### config.mk
export PLATFORM = sky130hd
export DESIGN_NAME = spi_cmd_master
export DESIGN_NICKNAME = d
export VERILOG_FILES = /design/src/rtl/spi_cmd_master.sv
export SDC_FILE = /design/constraint.sdc
export NUM_CORES = 1
export LEC_CHECK = 0
export CORE_ASPECT_RATIO = 0.6
export CORE_MARGIN = 4
export CORE_UTILIZATION = 49
export DETAILED_ROUTE_END_ITERATION = 16
export PLACE_DENSITY = 0.77
export SYNTH_ARGS = -nofsm -noshare
export SYNTH_HDL_FRONTEND = slang
export SYNTH_SLANG_ARGS = --single-unit
export TNS_END_PERCENT = 100
### constraint.sdc
create_clock -name clk -period 1.8 [get_ports clk]
set_input_delay 0.18 -clock clk [delete_from_list [all_inputs] [get_ports clk]]
set_output_delay 0.18 -clock clk [all_outputs]
set_load 0.05 [all_outputs]
### src/rtl/spi_cmd_master.sv
// SPI mode-0 command master: asserts chip select, shifts out an instruction
// MSB-first, then shifts in a run-time selectable number of read bits.
// The captured read data is published on the done pulse.
//
// state      | meaning
// -----------+-----------------------------------------------------------
// S_IDLE     | waiting for start; cs_n high, sclk low
// S_CS_SETUP | cs_n low and first MOSI bit valid, sclk low for CLK_DIV
// S_SHIFT    | one bit per sclk period (CLK_DIV high, then CLK_DIV low)
// S_CS_HOLD  | sclk low, cs_n still low, mosi 0 for CLK_DIV
// S_CS_GAP   | cs_n high for CLK_DIV while busy stays high
module spi_cmd_master #(
  parameter int CLK_DIV     = 4,
  parameter int INST_W      = 8,
  parameter int MAX_RD_BITS = 32,
  parameter int LEN_W       = 6
) (
  input  logic                   clk,
  input  logic                   reset,
  input  logic                   start,
  input  logic [INST_W-1:0]      inst,
  input  logic [LEN_W-1:0]       rd_bits,
  output logic                   busy,
  output logic                   done,
  output logic [MAX_RD_BITS-1:0] rd_data,
  output logic                   spi_sclk,
  output logic                   spi_cs_n,
  output logic                   spi_mosi,
  input  logic                   spi_miso
);

  // A CLK_DIV of 1 still needs a one-bit counter that simply stays at zero.
  localparam int HC_W  = (CLK_DIV > 1) ? $clog2(CLK_DIV) : 1;
  localparam int BIT_W = $clog2(INST_W + MAX_RD_BITS + 1);

  localparam logic [HC_W-1:0]  HC_LOAD   = HC_W'(CLK_DIV - 1);
  localparam logic [HC_W-1:0]  HC_ONE    = HC_W'(1);
  localparam logic [BIT_W-1:0] BIT_ONE   = BIT_W'(1);
  localparam logic [BIT_W-1:0] INST_BITS = BIT_W'(INST_W);
  localparam logic [LEN_W-1:0] LEN_MAX   = LEN_W'(MAX_RD_BITS);

  typedef enum logic [2:0] {
    S_IDLE,
    S_CS_SETUP,
    S_SHIFT,
    S_CS_HOLD,
    S_CS_GAP
  } state_t;

  state_t                 state_q,   state_d;
  logic [HC_W-1:0]        hcnt_q,    hcnt_d;
  logic [BIT_W-1:0]       bit_q,     bit_d;
  logic [INST_W-1:0]      inst_sr_q, inst_sr_d;
  logic [LEN_W-1:0]       len_q,     len_d;
  logic [MAX_RD_BITS-1:0] rd_sr_q,   rd_sr_d;
  logic [MAX_RD_BITS-1:0] rd_data_q, rd_data_d;
  logic                   sclk_q,    sclk_d;
  logic                   cs_n_q,    cs_n_d;
  logic                   mosi_q,    mosi_d;
  logic                   busy_q,    busy_d;
  logic                   done_q,    done_d;

  logic                   hc_zero;
  logic [BIT_W-1:0]       bit_last;
  logic [BIT_W-1:0]       bit_nxt;
  logic [INST_W-1:0]      inst_shl;

  // The instruction register drains to zero, so MOSI naturally reads 0
  // once the instruction bits are exhausted.
  assign hc_zero  = (hcnt_q == '0);
  assign bit_last = INST_BITS + BIT_W'(len_q) - BIT_ONE;
  assign bit_nxt  = bit_q + BIT_ONE;
  assign inst_shl = inst_sr_q << 1;

  // State and output registers; reset aborts any transfer immediately.
  always_ff @(posedge clk) begin
    if (reset) begin
      state_q   <= S_IDLE;
      hcnt_q    <= '0;
      bit_q     <= '0;
      inst_sr_q <= '0;
      len_q     <= '0;
      rd_sr_q   <= '0;
      rd_data_q <= '0;
      sclk_q    <= 1'b0;
      cs_n_q    <= 1'b1;
      mosi_q    <= 1'b0;
      busy_q    <= 1'b0;
      done_q    <= 1'b0;
    end else begin
      state_q   <= state_d;
      hcnt_q    <= hcnt_d;
      bit_q     <= bit_d;
      inst_sr_q <= inst_sr_d;
      len_q     <= len_d;
      rd_sr_q   <= rd_sr_d;
      rd_data_q <= rd_data_d;
      sclk_q    <= sclk_d;
      cs_n_q    <= cs_n_d;
      mosi_q    <= mosi_d;
      busy_q    <= busy_d;
      done_q    <= done_d;
    end
  end

  // Next-state and next-output logic for the transaction sequencer.
  always_comb begin
    state_d   = state_q;
    hcnt_d    = hcnt_q;
    bit_d     = bit_q;
    inst_sr_d = inst_sr_q;
    len_d     = len_q;
    rd_sr_d   = rd_sr_q;
    rd_data_d = rd_data_q;
    sclk_d    = sclk_q;
    cs_n_d    = cs_n_q;
    mosi_d    = mosi_q;
    busy_d    = busy_q;
    done_d    = 1'b0;

    case (state_q)
      S_IDLE: begin
        if (start) begin
          state_d   = S_CS_SETUP;
          busy_d    = 1'b1;
          cs_n_d    = 1'b0;
          mosi_d    = inst[INST_W-1];
          inst_sr_d = inst;
          len_d     = (rd_bits > LEN_MAX) ? LEN_MAX : rd_bits;
          hcnt_d    = HC_LOAD;
          bit_d     = '0;
          rd_sr_d   = '0;
        end
      end

      S_CS_SETUP: begin
        if (hc_zero) begin
          state_d = S_SHIFT;
          sclk_d  = 1'b1;
          hcnt_d  = HC_LOAD;
        end else begin
          hcnt_d = hcnt_q - HC_ONE;
        end
      end

      S_SHIFT: begin
        if (!hc_zero) begin
          hcnt_d = hcnt_q - HC_ONE;
        end else begin
          hcnt_d = HC_LOAD;
          if (sclk_q) begin
            // Falling edge: present the next instruction bit (or 0).
            sclk_d    = 1'b0;
            inst_sr_d = inst_shl;
            mosi_d    = inst_shl[INST_W-1];
          end else if (bit_q == bit_last) begin
            state_d = S_CS_HOLD;
            mosi_d  = 1'b0;
          end else begin
            // Rising edge: MISO is captured only for read bits.
            bit_d  = bit_nxt;
            sclk_d = 1'b1;
            if (bit_nxt >= INST_BITS) begin
              rd_sr_d = (rd_sr_q << 1) | MAX_RD_BITS'(spi_miso);
            end
          end
        end
      end

      S_CS_HOLD: begin
        if (hc_zero) begin
          state_d = S_CS_GAP;
          cs_n_d  = 1'b1;
          hcnt_d  = HC_LOAD;
        end else begin
          hcnt_d = hcnt_q - HC_ONE;
        end
      end

      S_CS_GAP: begin
        if (hc_zero) begin
          state_d   = S_IDLE;
          busy_d    = 1'b0;
          done_d    = 1'b1;
          rd_data_d = rd_sr_q;
        end else begin
          hcnt_d = hcnt_q - HC_ONE;
        end
      end

      default: begin
        state_d = S_IDLE;
      end
    endcase
  end

  assign busy     = busy_q;
  assign done     = done_q;
  assign rd_data  = rd_data_q;
  assign spi_sclk = sclk_q;
  assign spi_cs_n = cs_n_q;
  assign spi_mosi = mosi_q;

endmodule

Yosys cells after proc, flatten, opt, wreduce, memory -nomap -nowiden
Index checks and enable logic that the tools add are counted.
{"block": "totals", "regBits": 93, "in_bits": 18, "elab_cells": 101}
{"block": "classes", "n_addsub": 4, "n_lt_le_gt_ge": 2, "eq_ne": 17, "mux": 44, "bitwise": 2, "n_reduce_logical": 20}
{"operator": "$mux W32", "n": 5}
{"operator": "$pmux W32 S2", "n": 1}
{"operator": "$or A32 B1 Y32", "n": 1}
{"operator": "$mux W6", "n": 5}
{"operator": "$ne A2 B2 Y1 const B", "n": 11}
{"operator": "$mux W3", "n": 7}
{"operator": "$mux W7", "n": 3}
{"operator": "$pmux W3 S5", "n": 1}
{"operator": "$pmux W7 S2", "n": 1}
{"operator": "$mux W1", "n": 12}
{"operator": "$pmux W6 S2", "n": 1}
{"operator": "$reduce_and A3 Y1", "n": 4}
{"operator": "$pmux W1 S2", "n": 4}
{"operator": "$reduce_and A4 Y1", "n": 2}
{"operator": "$reduce_bool A2 Y1", "n": 4}
{"operator": "$reduce_and A7 Y1", "n": 1}
{"operator": "$add A4 B6 Y6 const A", "n": 1}
{"operator": "$add A6 B1 Y6 const B", "n": 1}
{"operator": "$eq A3 B2 Y1 const B", "n": 2}
{"operator": "$eq A6 B6 Y1", "n": 1}
{"operator": "$ge A6 B4 Y1 const B", "n": 1}
{"operator": "$gt A6 B6 Y1 const B", "n": 1}
{"operator": "$mux W2", "n": 3}
{"operator": "$pmux W2 S3", "n": 1}
{"operator": "14 further kinds", "n": 15}

Longest topological paths before layout
{"block": "depth", "depth_word": 7, "ltp_mapped": 9, "ltp_nobuf": 8}

Worst setup path after synthesis
Ideal clock, no wire load.
{"block": "synth_path", "path_kind": "register to register", "from": "register sclk_q, in the netlist spi_sclk", "to": "register rd_sr_q[31]", "arrival_time_ns": 1.823, "required_time_ns": 1.674, "slack_ns": -0.149, "stages_incl_launch_ff": 8, "path_buffers": 1, "synth_period_minus_slack_ns": 1.949, "path_cell_list": "dfxtp_1 > inv_1 > and3_1 > o21ai_1 > a31oi_1 > nand3_1 > buf_2 > o32ai_1"}
{"block": "synth_via", "elab_chain_cells": 2}
{"item": "start, declared", "line": "57", "text": "logic sclk_q, sclk_d;"}
{"item": "start signal, assigned", "line": "98", "text": "sclk_q <= sclk_d;"}
{"item": "$ne A2 B2 Y1 (no source line)"}
{"item": "$reduce_and A6 Y1 (no source line)"}
{"item": "end signal, assigned", "line": "96", "text": "rd_sr_q <= rd_sr_d;"}
{"item": "end, declared", "line": "55", "text": "logic [MAX_RD_BITS-1:0] rd_sr_q, rd_sr_d;"}
No other way between the ends.
A chain may end at the register's enable or synchronous reset.

Final worst setup path
{"block": "layout_path", "from": "register len_q[0]", "to": "register bit_q[2]"}
{"block": "layout_via", "elab_chain_cells": 5}
{"item": "start, declared", "line": "54", "text": "logic [LEN_W-1:0] len_q, len_d;"}
{"item": "start signal, assigned", "line": "95", "text": "len_q <= len_d;"}
{"item": "$add A4 B6 Y6", "line": "71", "text": "assign bit_last = INST_BITS + BIT_W'(len_q) - BIT_ONE;"}
{"item": "$sub A6 B1 Y6", "line": "71"}
{"item": "$eq A6 B6 Y1", "line": "156", "text": "end else if (bit_q == bit_last) begin"}
{"item": "$ne A2 B2 Y1 (no source line)"}
{"item": "$reduce_and A5 Y1 (no source line)"}
{"item": "end signal, assigned", "line": "93", "text": "bit_q <= bit_d;"}
{"item": "end, declared", "line": "52", "text": "logic [BIT_W-1:0] bit_q, bit_d;"}
No other way between the ends.

==> run summary <==
The flow ran to the end, but the final reports show violations. The final reports fail on setup timing. The overall global routing resource usage was 23.1%; the number of endpoints failing setup at the final stage was 41. In the final routed layout, each cell accounts on average for 17.2 µm. Cells with a size suffix above 1 make up 24.4% of the layout. The signal on the critical path passes through buf_4, o311ai_4, xnor2_2, nor4_4, buf_6, nand2_8, buf_6, a21o_2, a31oi_1.

Static timing analysis puts the maximum clock frequency at 0.495 GHz. The post-route clock period utilization is 112%. Counting both buffers and inverters, the worst setup path holds a total of 3. In this run the count of I/O pins placed on the die edge is 55.

For the via count of the first global-routing pass, the log shows 3,621. The start-to-end type of the worst setup path was reg2reg. The tightest min-delay check is of the in2reg type. The tools report the initial core utilization as 51.9%.

The worst setup path is launched from a flip-flop. The tools report the total die area as 9460 µm². The cell with the most instances on the worst path was sky130_fd_sc_hd__buf_6. Area added between synthesis and finish: 43.9%.

Leaving out fill and tap cells, the most frequent cell in the layout is sky130_fd_sc_hd__nand2_1. The worst setup margin is -221 ps. Clock skew on the completed layout was measured at 5.88 ps.

The number of enable-type register cells in the synthesized netlist is 0, and the count of endpoints failing hold in the final timing report is 0. Prior to clock tree synthesis, the placed netlist has a worst setup slack of -330 ps. The netlist uses 46 different library cells. Data on the critical path is required at its endpoint by 2050 ps. The kind of cell with the highest combined delay along the critical path is compound AO/OA/AOI/OAI gates. In the synthesized netlist, the number of instances is 457. Yosys attributes the largest share of cell area to sky130_fd_sc_hd__dfxtp_1 48%, sky130_fd_sc_hd__nand2_1 8.9%, sky130_fd_sc_hd__a21oi_1 6.4%.

The startpoint identified for the worst register-to-register timing path is len_q[0]. The die is 123 µm wide. The number of clock sinks is 93.

The run gives 3,647 as the detailed-route via count. Synthesis inferred 93 register bits. In this run, CTS created clock tree buffers numbering 9.

The run gives 1.90 nW as the leakage power total. In this run the most critical hold path is launched from reset. In this run the cell area measured after placement is 4730 µm². Excluding fillers, the count of instances in the completed layout stands at 649. Summed over all failing endpoints, the final setup total negative slack is -3870 ps. No sink is reached through more buffers than the 2 on the longest clock path. The synthesized area came out at 3880 µm². After floorplanning, the core was divided into 24 placement rows. In the routed design, unresolved DRC markers number 0. After detailed routing, the total wire length is 11.1 mm. TritonCTS built the clock tree. For this run, asynchronously set or reset flops after synthesis account for 0%. The design draws 5.58 mW. The initial antenna violation count is 0. The kind of end point of the critical path is a flip-flop.

In this run the worst path has a maximum fanout of 7. The cell sitting at the root of the clock tree is a sky130_fd_sc_hd__clkbuf_16. The number of pins exceeding their max-slew limit in the final report was 0; the power density over the cells was 998 nW/µm².

The slowest stage of the critical path is the sky130_fd_sc_hd__o311ai_4 cell. Counting the fill cells in the layout gives 521. Once layout is done, the placed cells without fillers occupy 5590 µm².

The number of buffer cells added on primary ports works out to 54. The number of antenna diodes in the final layout is 0. On the final layout, the worst hold slack is 180 ps.

In this design, the stage delay of the slowest critical-path cell is 330 ps. Most instantiated flip-flop cell in the synthesis netlist: sky130_fd_sc_hd__dfxtp_1. The first-pass iteration count of the detailed router was 5.

The first global-routing pass estimated 17.6 mm of wire. Routability-driven placement finished with a final weighted congestion of 0.835. The top cell types in the final layout, fill and taps aside, are 92 x sky130_fd_sc_hd__nand2_1, 86 x sky130_fd_sc_hd__dfxtp_1, 53 x sky130_fd_sc_hd__clkdlybuf4s50_1. Entering global routing, the biggest net connects 60 pins.

For the number of H-tree levels, the log shows 3. Yosys printed 0 warnings. The tools report the leftover overflow at the end of global routing as 0. The slew at the pin closest to its max-slew limit was 533 ps. In this run, placement finished with an instance count of 619. The smallest clock period supported by the final layout is computed as 2020 ps.

Clock-pin slew was measured on the worst setup and hold paths at 70 ps. The HPWL after detailed placement is 6.17 mm. Mean area per synthesized cell: 8.50 µm². The cell type contributing the most total cell area after synthesis was sky130_fd_sc_hd__dfxtp_1. In the routed layout, each cell is associated on average with a via count of 5.62. The region available for standard cell placement spans 7480 µm². The clock reaches the later pin of the worst-skew pair after 340 ps.

After the first detailed-routing iteration, the DRC count stood at 353. Tracing the worst setup path back leads to its startpoint at len_q[0]. The final layout net count came out at 562. Once detail routing completed, the nets flagged for antenna violations numbered 0.

Setup repair after global routing could not meet its margin everywhere. The area share of the largest cell type after synthesis is 48.0%. The die is 77.0 µm tall. Counting every net in the synthesized netlist gives 479. Headroom to the max-slew limit came out at 64.4%.

The worst endpoint data arrival time was 2270 ps; the number of violations of the max-capacitance limit was 0. The logs give 48.0% for the share of synthesized area occupied by flip-flops and latches and 74.7% for the final core area utilization. The peak supply drop is 0.619 mV.
## worst register-to-register path: stages, from the launching register on
cell and delay (ps):
sky130_fd_sc_hd__dfxtp_2 320, sky130_fd_sc_hd__buf_4 150, sky130_fd_sc_hd__o311ai_4 330, sky130_fd_sc_hd__xnor2_2 130, sky130_fd_sc_hd__nor4_4 160, sky130_fd_sc_hd__buf_6 180
sky130_fd_sc_hd__nand2_8 90, sky130_fd_sc_hd__buf_6 150, sky130_fd_sc_hd__a21o_2 190, sky130_fd_sc_hd__a31oi_1 210
## flip-flops by register name, summed over array words and instances, names as in the netlist
register / flops
bit_q: 6
busy: 1
done: 1
hcnt_q: 2
inst_sr_q: 7
len_q: 6
rd_data: 32
rd_sr_q: 32
spi_cs_n: 1
spi_mosi: 1
spi_sclk: 1
state_q: 3
## cell families after synthesis
group                      Yosys count  synth area share [%]
DFF                                 93                  48.0
adders and majority gates            4                  1.29
and+or+nand+nor                    188                  23.5
muxes                                2                 0.548
buffers and inverters               46                  5.99
xor gates and xnor gates            11                  2.48
AOI/OAI and AO/OA                  113                  18.2
## timing repair
item / in CTS / in global routing
cloned: 7 / 0
resized for setup: 58 / 24
buffers inserted: 5 / 2
hold buffers: 0 / 0
pin swaps: 29 / 21
endpoints found under the setup margin: 41 / 48
## metal layers
metal	global-route usage (%)	wire length (µm)	up-vias
li1	-	-	1741
met1	30.7	5030	1770
met2	37.1	5420	121
met3	6.03	575	15
met4	6.15	121	0
met5	0	0	-
## cells in the mapped netlist (2+ instances only)
cell type and count:
sky130_fd_sc_hd__a211oi_1 2, sky130_fd_sc_hd__a21o_2 2, sky130_fd_sc_hd__a21oi_1 50, sky130_fd_sc_hd__a311oi_1 7, sky130_fd_sc_hd__a31oi_1 5, sky130_fd_sc_hd__and2_1 2
sky130_fd_sc_hd__and3_1 2, sky130_fd_sc_hd__buf_2 6, sky130_fd_sc_hd__buf_6 7, sky130_fd_sc_hd__clkbuf_1 22, sky130_fd_sc_hd__dfxtp_1 93, sky130_fd_sc_hd__ha_1 4
sky130_fd_sc_hd__inv_1 11, sky130_fd_sc_hd__nand2_1 92, sky130_fd_sc_hd__nand2b_1 36, sky130_fd_sc_hd__nand3_1 9, sky130_fd_sc_hd__nand3b_1 5, sky130_fd_sc_hd__nand4b_1 2
sky130_fd_sc_hd__nor2_1 22, sky130_fd_sc_hd__nor3_1 5, sky130_fd_sc_hd__nor3b_1 5, sky130_fd_sc_hd__nor4_1 2, sky130_fd_sc_hd__o21ai_0 3, sky130_fd_sc_hd__o22ai_1 31
sky130_fd_sc_hd__o32ai_1 2, sky130_fd_sc_hd__xnor2_1 5, sky130_fd_sc_hd__xor2_1 6
## report_power, final
group | switching [mW] | internal [mW]
Clock | 0.820 | 1.12
Combinational | 0.818 | 0.581
Sequential | 0.0746 | 2.16
## final timing paths
check	slack, ps	depth (start not counted)	to
worst max register to register	-220	9	bit_q[2]
worst min register to register	450	2	rd_data[9]
worst min-delay path	180	2	spi_sclk
worst max-delay path	-220	9	bit_q[2]
## final cells by class
type	count	area, µm²	area share, %
well taps	104	130	2.33
repair buffers	103	1010	18.1
clock buffers	10	239	4.28
flip-flops and latches	93	1870	33.5
multi-input cells	322	2220	39.8
clock inverters	6	68.8	1.23
inverters	11	41.3	0.739
(Power assumes the default switching activity.)
